[config.mk]
export PLATFORM = sky130hd
export DESIGN_NAME = shift_seq_ctrl
export DESIGN_NICKNAME = d
export VERILOG_FILES = /design/src/rtl/shift_seq_pkg.sv /design/src/rtl/shift_step_counter.sv /design/src/rtl/shift_seq_ctrl.sv
export SDC_FILE = /design/constraint.sdc
export NUM_CORES = 1
export LEC_CHECK = 0
export BUFFER_PORTS_ARGS = -buffer_cell sky130_fd_sc_hd__buf_2
export CORE_ASPECT_RATIO = 2
export CORE_UTILIZATION = 51
export DETAILED_ROUTE_END_ITERATION = 10
export PLACE_DENSITY = 0.76
export SETUP_SLACK_MARGIN = 0.05
export SLEW_MARGIN = 10
export SYNTH_ARGS = -nofsm -noshare
export SYNTH_HDL_FRONTEND = slang
export SYNTH_HIERARCHICAL = 1
export SYNTH_SLANG_ARGS = --single-unit
[constraint.sdc]
create_clock -name clk -period 2.6 [get_ports clk]
set_input_delay 0 -clock clk [delete_from_list [all_inputs] [get_ports clk]]
set_output_delay 0 -clock clk [all_outputs]
set_load 0.01 [all_outputs]
[src/rtl/shift_seq_pkg.sv]
// Shared types and encodings for the shift-register sequencing controller.
package shift_seq_pkg;

    typedef enum logic [1:0] {
        StIdle,
        StLoad,
        StShift,
        StDone
    } state_e;

    localparam logic [1:0] OP_LOAD = 2'b00;
    localparam logic [1:0] OP_SHUP = 2'b01;
    localparam logic [1:0] OP_SHDN = 2'b10;
    localparam logic [1:0] OP_ROTU = 2'b11;

    localparam logic [1:0] MODE_LOAD = 2'b00;
    localparam logic [1:0] MODE_UP   = 2'b01;
    localparam logic [1:0] MODE_DOWN = 2'b10;
    localparam logic [1:0] MODE_HOLD = 2'b11;

    localparam int unsigned SER_W = 7;

    // Register mode used while executing a given operation.
    function automatic logic [1:0] op_mode(input logic [1:0] op);
        case (op)
            OP_LOAD: return MODE_LOAD;
            OP_SHDN: return MODE_DOWN;
            default: return MODE_UP;
        endcase
    endfunction

endpackage

[src/rtl/shift_step_counter.sv]
// Shift-step counter: cleared on load, advances on enable, saturates at the limit.
module shift_step_counter #(
    parameter int unsigned CNT_W = 3
) (
    input  logic             clk_i,
    input  logic             rst_i,
    input  logic             load_i,
    input  logic             en_i,
    input  logic [CNT_W-1:0] limit_i,
    output logic [CNT_W-1:0] count_o,
    output logic             tc_o
);

    logic [CNT_W-1:0] count_q;

    assign count_o = count_q;
    assign tc_o    = (count_q == limit_i);

    always_ff @(posedge clk_i) begin
        if (rst_i) begin
            count_q <= '0;
        end else if (load_i) begin
            count_q <= '0;
        end else if (en_i && !tc_o) begin
            count_q <= count_q + CNT_W'(1);
        end
    end

endmodule

[src/rtl/shift_seq_ctrl.sv]
// Command sequencer driving a universal shift register: load, shift up/down, rotate up.
// Every output is registered, so each value is computed for the state being entered.
module shift_seq_ctrl
    import shift_seq_pkg::*;
#(
    parameter int unsigned WIDTH = 4,
    parameter int unsigned CNT_W = 3
) (
    input  logic             clk,
    input  logic             rst,
    input  logic             cmd_valid,
    output logic             cmd_ready,
    input  logic [1:0]       cmd_op,
    input  logic [CNT_W-1:0] cmd_count,
    input  logic [WIDTH-1:0] cmd_data,
    input  logic [SER_W-1:0] cmd_ser,
    input  logic [WIDTH-1:0] q_fb,
    output logic [1:0]       s,
    output logic [WIDTH-1:0] p_din,
    output logic             s_left,
    output logic             s_right,
    output logic             busy,
    output logic             done
);

    state_e state_q, state_d;

    logic [1:0]       op_q, op_d;
    logic [CNT_W-1:0] n_q, n_d;
    logic [SER_W-1:0] ser_q, ser_d;

    logic [1:0]       s_q, s_d;
    logic [WIDTH-1:0] p_din_q, p_din_d;
    logic             s_left_q, s_left_d;
    logic             s_right_q, s_right_d;
    logic             busy_q, busy_d;
    logic             done_q, done_d;
    logic             ready_q, ready_d;

    logic             cnt_load, cnt_en, cnt_tc;
    logic [CNT_W-1:0] cnt, step_nxt;
    logic             rot_next_msb;

    shift_step_counter #(
        .CNT_W (CNT_W)
    ) u_step_counter (
        .clk_i   (clk),
        .rst_i   (rst),
        .load_i  (cnt_load),
        .en_i    (cnt_en),
        .limit_i (n_q - CNT_W'(1)),
        .count_o (cnt),
        .tc_o    (cnt_tc)
    );

    assign step_nxt = cnt + CNT_W'(1);
    // While shifting up, the register's MSB after this edge is today's bit WIDTH-2.
    assign rot_next_msb = |(q_fb & (WIDTH'(1) << (WIDTH - 2)));

    always_comb begin
        state_d   = state_q;
        op_d      = op_q;
        n_d       = n_q;
        ser_d     = ser_q;
        s_d       = MODE_HOLD;
        p_din_d   = '0;
        s_left_d  = 1'b0;
        s_right_d = 1'b0;
        busy_d    = 1'b0;
        done_d    = 1'b0;
        ready_d   = 1'b1;
        cnt_load  = 1'b0;
        cnt_en    = 1'b0;

        unique case (state_q)
            StIdle: begin
                if (cmd_valid && ready_q) begin
                    op_d    = cmd_op;
                    n_d     = cmd_count;
                    ser_d   = cmd_ser;
                    busy_d  = 1'b1;
                    ready_d = 1'b0;
                    if (cmd_op == OP_LOAD) begin
                        state_d = StLoad;
                        s_d     = MODE_LOAD;
                        p_din_d = cmd_data;
                    end else if (cmd_count == '0) begin
                        state_d = StDone;
                        done_d  = 1'b1;
                    end else begin
                        state_d  = StShift;
                        cnt_load = 1'b1;
                        s_d      = op_mode(cmd_op);
                        unique case (cmd_op)
                            OP_SHUP: s_left_d  = cmd_ser[0];
                            OP_SHDN: s_right_d = cmd_ser[0];
                            default: s_left_d  = q_fb[WIDTH-1];
                        endcase
                    end
                end
            end
            StLoad: begin
                state_d = StDone;
                done_d  = 1'b1;
                busy_d  = 1'b1;
                ready_d = 1'b0;
            end
            StShift: begin
                cnt_en  = 1'b1;
                busy_d  = 1'b1;
                ready_d = 1'b0;
                if (cnt_tc) begin
                    state_d = StDone;
                    done_d  = 1'b1;
                end else begin
                    s_d = op_mode(op_q);
                    unique case (op_q)
                        OP_SHUP: s_left_d  = ser_q[step_nxt];
                        OP_SHDN: s_right_d = ser_q[step_nxt];
                        default: s_left_d  = rot_next_msb;
                    endcase
                end
            end
            StDone: begin
                state_d = StIdle;
            end
            default: begin
                state_d = StIdle;
            end
        endcase
    end

    always_ff @(posedge clk) begin
        if (rst) begin
            state_q   <= StIdle;
            op_q      <= '0;
            n_q       <= '0;
            ser_q     <= '0;
            s_q       <= MODE_HOLD;
            p_din_q   <= '0;
            s_left_q  <= 1'b0;
            s_right_q <= 1'b0;
            busy_q    <= 1'b0;
            done_q    <= 1'b0;
            ready_q   <= 1'b1;
        end else begin
            state_q   <= state_d;
            op_q      <= op_d;
            n_q       <= n_d;
            ser_q     <= ser_d;
            s_q       <= s_d;
            p_din_q   <= p_din_d;
            s_left_q  <= s_left_d;
            s_right_q <= s_right_d;
            busy_q    <= busy_d;
            done_q    <= done_d;
            ready_q   <= ready_d;
        end
    end

    assign s         = s_q;
    assign p_din     = p_din_q;
    assign s_left    = s_left_q;
    assign s_right   = s_right_q;
    assign busy      = busy_q;
    assign done      = done_q;
    assign cmd_ready = ready_q;

endmodule

==> results.md <==
* Post-DP HPWL at 2.56 mm
* Fin crit share at 0.864
* Final count of negative-setup-slack endpoints at 0
* Leakage at 0.810 nW
* Main synth FF type: dfxtp_1
* Power per cell area at 825 mW/mm^2
* Worst r2r src: n_q[0]$_SDFFE_PP0P_
* M1 WL at 1.28 mm
* Slew @ Worst Pin at 0.500 ns
* Initial core utilization at 0.551
* Routed wl met3 at 81 microns
* Global-route wire length before repair at 5.55 mm
* Top cell type's share of synthesized area at 0.391
* Die width at 39.5 microns
* Worst path bufs/invs at 1
* # DRC at 0
* Setup Skew at 0.00393 ns
* CTS clk-pin slew, worst paths at 0.09 ns
* Rows at 26
* First drt pass iteration count at 4
* EDFF count, synth at 0
* GRT Residual Overflow at 0
* Synth Instances at 170
* WP data arrival at 2.46 ns
* Worst Setup End Kind: register
* Starting DRT DRC Count at 21
* CTS H-tree lvls at 1
* CTS Buffer Depth at 2
* I/O pins at 34
* Commonest non-fill, non-tap cell in the layout: nand2_1
* Die Ht at 77.0 microns
* Period minus WS final at 2.25 ns
* Most frequent cells in the layout: nand2_1 (35), buf_2 (31), dfxtp_1 (28)
* Area Growth Syn to Fin at 27.7%
* VDD IR max at 0.696 mV
* Largest net degree at the start of global routing at 24
* Critical Path Slowest Stage Cell: xnor2_1
* Vias per cell at 5.48
* Crit Path Max Fanout at 5
* Routed Antenna Nets at 0
* Final wirelength at 3.41 mm
* Critical-path cell list: inv_1, ha_1, xor2_1, xnor2_1, and3_2, nand2b_1, nand2_1, a211o_1, a21oi_1
* Rel. slew slack at 0.664
* Number of setup buffers added after CTS at 0
* Ys Warns at 6
* Worst hold path type: input pin to register
* Post-synthesis sequential area ratio at 0.391
* Met2 WL at 1.97 mm
* Status: complete, no violations
* Yosys reg bits at 28
* Share of layout cells above drive strength 1 at 0.199
* Worst-skew pair later-pin latency at 0.28 ns
* RSZ-0062 raised after global routing: no
* Post-Syn Area per Cell at 8.43 sq um
* Top area cells in the synthesized netlist: dfxtp_1 (39%), ha_1 (10%), nand2_1 (9.2%)
* Syn nets at 205
* Final core occ at 0.703
* Final count of hold timing violations at 0
* Antenna cells at 0
* Top sig layer: met4
* Placeable Area at 0.00260 sq mm
* Clock Sinks at 28
* Overall Global Routing Usage at 0.254
* Vias in the first global route at 1371
* Max incr delay on CP at 0.36 ns
* Hold Slack at 0.00671 ns
* Finished Cell Area at 0.00183 sq mm
* Placed cell area at 0.00161 sq mm
* Worst path top cell family by delay: simple AND/OR/NAND/NOR gates
* CP startpoint kind: register
* Root Buffer: clkbuf_8
* CTS tree: yes
* Routability cong. at 0.802
* PnR Total Power at 1.51 mW
* HP Start: cmd_op[1]
* Mapped Area at 0.00143 sq mm
* Max frequency at 445 MHz
* Largest area contributor in the netlist: dfxtp_1
* Via Count at 1336
* Port bufs at 31
* Max-cap viol count at 0
* Nets at 252
* CP required at 2.81 ns
* Crit. Startpoint: n_q[0]$_SDFFE_PP0P_
* TritonCTS buffer count at 3
* Crit path kind: register to register
* Yosys cell types at 40
* Initial antenna violation count at 0
* Wirelength per Cell at 14.0 microns
* FFs w/ async S/R, synth at 0
* Setup_tns at 0 ns
* Die Area at 0.00304 sq mm
* Max Slew Vio Count at 0
-- sequential cells by signal, indices dropped and copies added (netlist names) --
name,count
done,1
s_right,1
n_q,3
ser_q,7
op_q,2
p_din,4
s,2
cmd_ready,1
s_left,1
state_q,2
busy,1
u_step_counter/count_o,3
-- area by class of cell --
| type | instances | area, sq um |
|---|---|---|
| multi-input cells | 126 | 813 |
| inverters | 12 | 45.0 |
| clock inverters | 1 | 30.0 |
| fillers | 218 | 772 |
| clock buffers | 3 | 41.3 |
| well taps | 28 | 35.0 |
| flip-flops and latches | 28 | 561 |
| repair buffers | 46 | 305 |
-- worst reg2reg max path, stage by stage (launching register included) --
cell and delay (ns):
dfxtp_1 0.35, inv_1 0.07, ha_1 0.20, xor2_1 0.16, xnor2_1 0.36, and3_2 0.29, nand2b_1 0.19, nand2_1 0.13
a211o_1 0.29, a21oi_1 0.14
-- path summary, 6_finish.rpt --
path                        endpoint  slack (ns)  cells after the start
max          state_q[1]$_SDFFE_PP0P_        0.35                      9
min             op_q[1]$_SDFFE_PP0P_       0.007                      3
max reg2reg  state_q[1]$_SDFFE_PP0P_        0.35                      9
min reg2reg    ser_q[2]$_SDFFE_PP0P_        0.46                      2
-- power by group --
group	total (mW)	switching, mW	internal, mW
clock network	0.340	0.133	0.206
logic	0.597	0.342	0.255
registers	0.573	0.0633	0.510
-- layer usage --
metal / global-route usage / vias up
li1: - / 674
met1: 0.250 / 626
met2: 0.472 / 28
met3: 0.0289 / 8
met4: 0.110 / 0
met5: 0 / -
-- synth_stat cells, types with 2 or more instances --
| cell type | count |
|---|---|
| and3_1 | 3 |
| dfxtp_1 | 28 |
| nand2_1 | 35 |
| nor2_1 | 7 |
| nand2b_1 | 2 |
| o21ai_0 | 5 |
| and2_1 | 4 |
| nor3b_1 | 2 |
| nand4_1 | 2 |
| ha_1 | 12 |
| or3_1 | 2 |
| xor2_1 | 2 |
| a31oi_1 | 2 |
| clkbuf_1 | 4 |
| a211o_1 | 2 |
| inv_1 | 12 |
| nand3_1 | 4 |
| xnor2_1 | 3 |
| a21oi_1 | 18 |
-- timing repair --
| action | 4_1_cts | 5_1_grt |
|---|---|---|
| endpoints found under the hold margin | 15 | 0 |
| hold buffers | 15 | 0 |
| resized for setup | 0 | 0 |
-- kinds of logic after synthesis --
group,share of synthesized area
simple gates,0.242
compound gates,0.167
flops,0.391
buf+inv,0.0419
fa+ha+maj,0.105
xor+xnor,0.0305
mux,0.0236
-- through the flow --
step / setup WS (ns) / instances
global route: 0.292 / 244
finish: 0.355 / 244
CTS: 0.411 / 244
floorplan: 0.727 / 170
global placement: 0.543 / 225
detailed placement: 0.428 / 225
No activity file was read; power rests on OpenSTA's default activity.
